### config.mk
export PLATFORM = sky130hd
export DESIGN_NAME = shift_reg_ctrl
export DESIGN_NICKNAME = d
export VERILOG_FILES = /design/src/rtl/shift_reg_ctrl.sv
export SDC_FILE = /design/constraint.sdc
export NUM_CORES = 1
export LEC_CHECK = 0
export CAP_MARGIN = 20
export CORE_AREA = 4 4 41 43
export DETAILED_ROUTE_END_ITERATION = 10
export DIE_AREA = 0 0 45 47
export PLACE_DENSITY_LB_ADDON = 0.2
export REMOVE_ABC_BUFFERS = 1
export SYNTH_ARGS = -nofsm -noshare
export SYNTH_HDL_FRONTEND = slang
export SYNTH_SLANG_ARGS = --single-unit
### constraint.sdc
create_clock -name clk -period 2.9 [get_ports clk]
set_input_delay 0.58 -clock clk [delete_from_list [all_inputs] [get_ports clk]]
set_output_delay 0.58 -clock clk [all_outputs]
set_load 0.02 [all_outputs]
### src/rtl/shift_reg_ctrl.sv
// Load/shift sequencer for a parallel-load, serial-shift register.
// Define PARITY_EN to append an even-parity bit after the shifted word.
module shift_reg_ctrl #(
    parameter int unsigned WIDTH = 4
) (
    input  logic             clk,
    input  logic             clrn,
    input  logic             start,
    input  logic [WIDTH-1:0] din,
    input  logic             fill,
    input  logic             abort,
    input  logic             q0,
    output logic             Ldn,
    output logic             Sh,
    output logic             Di,
    output logic [WIDTH-1:0] D,
    output logic             ser_out,
    output logic             ser_valid,
    output logic             busy,
    output logic             done
);

    localparam int unsigned CNT_W = $clog2(WIDTH + 1);

    typedef enum logic [2:0] {
        StIdle,
        StLoad,
        StShift,
        StPar,
        StDone
    } state_e;

    state_e             state_q, state_d;
    logic [CNT_W-1:0]   count_q, count_d;
    logic [WIDTH-1:0]   word_q, word_d;
    logic               fill_q, fill_d;

    always_ff @(posedge clk or negedge clrn) begin
        if (!clrn) begin
            state_q <= StIdle;
            count_q <= '0;
            word_q  <= '0;
            fill_q  <= 1'b0;
        end else begin
            state_q <= state_d;
            count_q <= count_d;
            word_q  <= word_d;
            fill_q  <= fill_d;
        end
    end

    always_comb begin
        state_d   = state_q;
        count_d   = count_q;
        word_d    = word_q;
        fill_d    = fill_q;
        Ldn       = 1'b1;
        Sh        = 1'b0;
        Di        = 1'b0;
        D         = '0;
        ser_out   = 1'b0;
        ser_valid = 1'b0;
        busy      = 1'b0;
        done      = 1'b0;

        unique case (state_q)
            StIdle: begin
                // abort wins over a simultaneous start
                if (start && !abort) begin
                    word_d  = din;
                    fill_d  = fill;
                    state_d = StLoad;
                end
            end
            StLoad: begin
                Ldn     = 1'b0;
                D       = word_q;
                busy    = 1'b1;
                count_d = '0;
                state_d = StShift;
            end
            StShift: begin
                Sh        = 1'b1;
                Di        = fill_q;
                D         = word_q;
                ser_valid = 1'b1;
                ser_out   = q0;
                busy      = 1'b1;
                count_d   = count_q + CNT_W'(1);
                if (count_q == CNT_W'(WIDTH - 1)) begin
`ifdef PARITY_EN
                    state_d = StPar;
`else
                    state_d = StDone;
`endif
                end
            end
            StPar: begin
`ifdef PARITY_EN
                D         = word_q;
                ser_valid = 1'b1;
                ser_out   = ^word_q;
                busy      = 1'b1;
                state_d   = StDone;
`else
                state_d   = StIdle;
`endif
            end
            StDone: begin
                done    = 1'b1;
                busy    = 1'b1;
                D       = word_q;
                state_d = StIdle;
            end
            default: state_d = StIdle;
        endcase

        if (abort && (state_q != StIdle)) begin
            state_d = StIdle;
        end
    end

endmodule

==> results of run 1 <==
## worst reg2reg max path: stages, from the launching register on
cell	delay, ps
dfrtp_1	480
nor3b_4	390
a21oi_2	90
mux2_4	270
## synthesized netlist by cell type (all sizes together)
library cell / number
inv: 4
nand3: 1
buf: 2
a21oi: 2
a22o: 2
dfrtp: 11
mux2: 7
nand2: 1
and2: 7
and4b: 1
nor3b: 2
xor2: 1
nor3: 1
nor2: 3
ha: 2
## routing by layer
metal | up-vias | part of all wire [%] | GRT usage, %
met4 | 0 | 0 | 3.509
li1 | 205 | - | -
met3 | 0 | 7.3 | 5.747
met5 | - | 0 | 0
met1 | 190 | 48 | 17.10
met2 | 13 | 44 | 16.95
## state kept, by name, indices dropped and copies added, names as in the netlist
register and flops:
state_q 3, fill_q 1, word_q 4, count_q 3
## cell families (layout without fill, tap and decap cells)
group / after synthesis / count (layout)
multiplexers: 7 / 7
flip-flops: 11 / 11
AND/OR/NAND/NOR: 16 / 16
AO/OA/AOI/OAI: 4 / 4
XOR/XNOR: 1 / 1
buffers and inverters: 6 / 28
adder cells (fa/ha/maj): 2 / 2
## final timing paths
check	end	cells past startpoint	startpoint	slack, ps
hold / removal	word_q[1]	1	word_q[1]	490
setup reg to reg	count_q[0]	3	state_q[0]	1570
max in group asynchronous	count_q[1]	1	clrn	1930
min in group asynchronous	count_q[0]	1	clrn	630
hold reg to reg	word_q[1]	1	word_q[1]	490
setup / recovery	Di	3	state_q[0]	390
## power by group through the flow
stage,Sequential (mW),Combinational [mW],Clock (mW)
after detailed placement,0.203,0.132,0
final,0.200,0.130,0.105
after global routing,0.205,0.147,0.116
after CTS,0.200,0.132,0.111
after global placement,0.202,0.131,0
after floorplan,0.198,0.0813,0
## area by class of cell
| class | count | area share, % |
|---|---|---|
| Tap cell | 15 | 2.347 |
| Inverter | 4 | 1.878 |
| Multi-Input combinational cell | 30 | 33.02 |
| Clock buffer | 4 | 3.286 |
| Timing Repair Buffer | 20 | 25.04 |
| Sequential cell | 11 | 34.43 |
## per-stage QoR
step	utilization (%)	area [sq um]
global route	61.44	799.5
global placement	59.42	773.2
CTS	61.44	799.5
floorplan	-	554.3
finish	61.44	799.5
detailed placement	59.42	773.2
==> metrics.md, run 1 <==
| Metric | Value |
|---|---|
| Die H | `47 microns` |
| Slowest Stage Delay on Critical Path | `590 ps` |
| Total power | `435.9 uW` |
| CTS max path bufs | `2` |
| Static Leak | `0.3625 nW` |
| Final WS setup | `386.7 ps` |
| Crit path DAT | `1930 ps` |
| Filler cells | `120` |
| Post-CTS setup buffers | `0` |
| Synth area leaders | `dfrtp_1 (48%), mux2_2 (12%), and2_1 (5.5%)` |
| Pin slew with the least headroom to its limit | `484.8 ps` |
| Via/cell ratio | `4.857` |
| Crit path cell chain | `nor3b_4 > and2_2 > clkdlybuf4s50_1` |
| Startpoint types | `register` |
| Final clock skew | `9.574 ps` |
| Tcrit/Tclk final | `86.67%` |
| Clock share of power | `24.2%` |
| Final-stage net count | `82` |
| Max-Cap Viols | `0` |
| First-pass GRT wire length | `1.849 mm` |
| Warnings, synthesis | `0` |
| Via count | `408` |
| RSZ-0062 raised after global routing | `false` |
| Minimum clock period | `2513 ps` |
| Detailed router's first-iteration violation count | `2` |
| Worst Setup Path Type | `register to primary output` |
| I/O pin count | `21` |
| Largest family of logic cells by synthesized area | `simple AND/OR/NAND/NOR gates` |
| Crit. End Element | `primary output` |
| Worst Hold Class | `register to register` |
| Max-slew violations | `0` |
| Psw | `124.0 uW` |
| Max Fanout on Critical Path | `8` |
| Final HPWL DP | `782.1 microns` |
| Mux contribution to synthesized area | `14.41%` |
| WP data required | `2320 ps` |
| Reg power frac | `45.9%` |
| TritonCTS clock tree | `yes` |
| Sequential area share after synthesis | `48.03%` |
| Vias in the first global route | `425` |
| Fin Setup TNS | `0 ps` |
| Routed WL | `1.054 mm` |
| Finished Layout Cells | `84` |
| CP top delay family | `simple AND/OR/NAND/NOR gates` |
| Peak VDD IR | `0.0003631 V` |
| Clk Tree Root Cell | `clkbuf_4` |
| Total track usage | `12.27%` |
| Crit-path slowest cell | `clkdlybuf4s50_1` |
| Comb pwr share | `29.9%` |
| Per-cell routed wire length | `12.55 microns` |
| Simple logic cell fraction of the synthesized area | `19.87%` |
| Die X | `45 microns` |
| Worst hold slack | `494.7 ps` |
| Commonest non-fill, non-tap cell in the layout | `clkdlybuf4s50_1` |
| First-pass DRT Iterations | `4` |
| Cell taking the most area after synthesis | `dfrtp_1` |
| Initial Util | `44.04%` |
| Routed Antenna Nets | `0` |
| Final setup vio count | `0` |
| Sw Ratio | `28.45%` |
| Cell Pwr Density | `545.2 nW/um^2` |
| Peak Freq | `0.3979 GHz` |
| Port bufs | `20` |
| Total clock sinks | `11` |
| Core outline area | `1301 sq um` |
| Grt ovf | `0` |
| Setup WS pre-CTS | `584.6 ps` |
| Clk_lat worst skew | `270 ps` |
| Syn Inst Count | `47` |
| Top-area cell type share of the netlist area | `48.03%` |
| Post-CTS Hold Buffers | `0` |
| Syn Area/Cell | `12.19 sq um` |
| Multi-input logic area | `264.0 sq um` |
| Unique masters post-synth | `20` |
| DIE AREA | `2115 sq um` |
| Final Wtd Congestion | `0.7006` |
| Antenna violations before repair | `0` |
| Pint | `311.8 uW` |
| Pin count of the biggest net entering global routing | `12` |
| Synth Area in Compound Gates | `5.895%` |
| Layout area overhead | `39.52%` |
| Diode count | `0` |
| Most frequent cells in the layout | `clkdlybuf4s50_1 (20), dfrtp_1 (11), mux2_2 (6), and2_1 (5), inv_1 (4)` |
| Number of synthesized register bits | `11` |
| Buf/Inv on CP | `1` |
| Slew headroom | `67.58%` |
| FF+latch area | `275.3 sq um` |
| Cell total after placement | `80` |
| Cell Area, Synth | `573.1 sq um` |
| H-tree depth | `1` |
| DRC viols | `0` |
| PostCTS Resize Cnt | `0` |
| CTS buffer count | `3` |
| Adder-Cell Fraction of Synth Area | `4.367%` |
| FP Rows | `13` |
| Layout cells sized above 1 | `26.09%` |
| Final Hold Viols | `0` |
| XOR/XNOR share of the synthesized area | `1.528%` |
| Status | `complete, no violations` |
| Clock-pin slew on the worst setup and hold paths | `60 ps` |
Note: power is estimated with default switching activity, not from simulation.
==> run 2: changes to the inputs <==
Settings changed: SLEW_MARGIN from default to 20.
==> results of run 2 <==
The final DEF is identical to that of run 1; final timing and power are the same.
==> run 3: changes to the inputs <==
Settings changed: CORE_AREA 4 4 41 43 to default, CORE_MARGIN from default to 4, CORE_UTILIZATION from default to 37, DIE_AREA 0 0 45 47 to default.
Clock period 2.9 ns to 2 ns, I/O delays scaled along.
==> run 3 against run 2 <==
Against the previous run:
- sequential cell count is the same
- largest power group unchanged
- critical path depth is the same
- highest routed layer is now met4
- critical endpoint is now busy
- count of clock-buffer cells in the layout is the same
==> metrics.md, run 3 (synthesized netlist as in run 1, its figures left out) <==
| Metric | Value |
|---|---|
| Diode count | `0` |
| Fin area | `832.0 sq um` |
| Setup WS pre-CTS | `15.97 ps` |
| Detailed router's first-iteration violation count | `5` |
| Clk Tree Root Cell | `clkbuf_4` |
| Static Leak | `0.4408 nW` |
| FP Rows | `13` |
| Psw | `167.3 uW` |
| Initial Util | `41.45%` |
| Die H | `47.36 microns` |
| Final HPWL DP | `829 microns` |
| CP top delay family | `flip-flops` |
| Crit path cell chain | `xor2_1 > mux2_4 > dlygate4sd2_1` |
| Final Wtd Congestion | `0.7823` |
| Peak Freq | `0.5336 GHz` |
| Total track usage | `10.86%` |
| Worst Setup Path Type | `register to primary output` |
| Tcrit/Tclk final | `93.70%` |
| WP data required | `1600 ps` |
| Max-Cap Viols | `0` |
| TritonCTS clock tree | `yes` |
| Crit. End Element | `primary output` |
| Slew headroom | `69.99%` |
| Post-CTS Hold Buffers | `0` |
| Via/cell ratio | `4.758` |
| Layout cells sized above 1 | `39.47%` |
| Minimum clock period | `1874 ps` |
| Pint | `449.4 uW` |
| Per-cell routed wire length | `10.85 microns` |
| Layout area overhead | `45.20%` |
| I/O pin count | `21` |
| Stages on the worst setup path | `3` |
| Via count | `433` |
| Startpoint types | `register` |
| RSZ-0062 raised after global routing | `false` |
| Cell Pwr Density | `741.2 nW/um^2` |
| Comb pwr share | `31.0%` |
| Peak VDD IR | `0.0004208 V` |
| Most frequent cells in the layout | `dfrtp_1 (11), clkdlybuf4s50_1 (9), buf_4 (7), and2_1 (5), mux2_2 (5)` |
| Final Hold Viols | `0` |
| Final setup vio count | `0` |
| Total clock sinks | `11` |
| Fin Setup TNS | `0 ps` |
| Filler cells | `119` |
| CTS max path bufs | `2` |
| Commonest non-fill, non-tap cell in the layout | `dfrtp_1` |
| H-tree depth | `1` |
| First-pass DRT Iterations | `3` |
| Sw Ratio | `27.13%` |
| DRC viols | `0` |
| Die X | `47.36 microns` |
| Antenna violations before repair | `0` |
| Pin slew with the least headroom to its limit | `448.8 ps` |
| Core outline area | `1383 sq um` |
| Routed Antenna Nets | `0` |
| Max-slew violations | `0` |
| Placed cell areas | `810.8 sq um` |
| Reg2reg path depth | `4` |
| Final WS setup | `126.0 ps` |
| Max reg flops | `4` |
| Clock share of power | `22.4%` |
| Slowest Stage Delay on Critical Path | `430 ps` |
| Port bufs | `20` |
| FF-to-FF setup slack | `610 ps` |
| First-pass GRT wire length | `1.621 mm` |
| Grt ovf | `0` |
| Reg with most FFs | `word_q` |
| Status | `complete, no violations` |
| Routed WL | `987 microns` |
| Worst Hold Class | `input pin to async pin` |
| Finished Layout Cells | `91` |
| Clock-pin slew on the worst setup and hold paths | `60 ps` |
| CTS buffer count | `3` |
| Crit path DAT | `1470 ps` |
| Largest regs | `word_q x4, count_q x3, state_q x3` |
| Buf/Inv on CP | `1` |
| Crit-path slowest cell | `dfrtp_1` |
| Max Fanout on Critical Path | `5` |
| Vias in the first global route | `382` |
| Worst hold slack | `459.3 ps` |
| DIE AREA | `2243 sq um` |
| Pin count of the biggest net entering global routing | `12` |
| Final clock skew | `0.4697 ps` |
| Final-stage net count | `89` |
| Cell total after placement | `85` |
| Clk_lat worst skew | `250 ps` |
| Reg power frac | `46.6%` |
-- run 3: worst reg2reg max path: cells and delay by family (launching register included) --
family                 cells  cell delay, ps
DFF                        1             430
muxes                      1             320
and+or+nand+nor            2             340
buffers and inverters      1             180
-- run 3: layer usage --
| metal | vias to the layer above | global-route usage [%] | wire (microns) |
|---|---|---|---|
| li1 | 219 | - | - |
| met4 | 0 | 6.630 | 4 |
| met3 | 2 | 2.299 | 88 |
| met2 | 14 | 16.84 | 466 |
| met1 | 198 | 13.68 | 427 |
| met5 | - | 0 | 0 |
-- run 3: final timing paths --
| path | startpoint | endpoint |
|---|---|---|
| worst max-delay path | state_q[1] | busy |
| worst min-delay path | clrn | word_q[0] |
| worst max register to register | state_q[0] | word_q[2] |
| worst min register to register | fill_q | fill_q |
| max in group asynchronous | clrn | count_q[1] |
| min in group clk | fill_q | fill_q |
-- run 3: area by class of cell --
class                   count  area [sq um]  share of cell area (%)
clock buffers               4         26.28                   3.158
inverters                   4         15.01                   1.805
multi-input cells          30         267.8                   32.18
flip-flops and latches     11         275.3                   33.08
well taps                  15         18.77                   2.256
repair buffers             27         229.0                   27.52
-- run 3: per-stage QoR --
stage	power, mW	util, %
6_report	0.6167	60.18
3_3_place_gp	0.4913	58.64
3_5_place_dp	0.4966	58.64
2_1_floorplan	0.4055	-
5_1_grt	0.6682	60.18
4_1_cts	0.6343	61.45
-- run 3: power groups by stage --
stage          sequential (mW)  clock (mW)  combinational (mW)
5_1_grt                  0.294       0.159               0.215
3_5_place_dp             0.293           0               0.204
4_1_cts                  0.288       0.145               0.201
6_report                 0.288       0.138               0.191
2_1_floorplan            0.288           0               0.118
3_3_place_gp             0.291           0               0.200
-- run 3: timing repair --
item,CTS,global route
resized for setup,16,10
buffers inserted,2,0
pin swaps,1,0
setup endpoints to repair,10,7
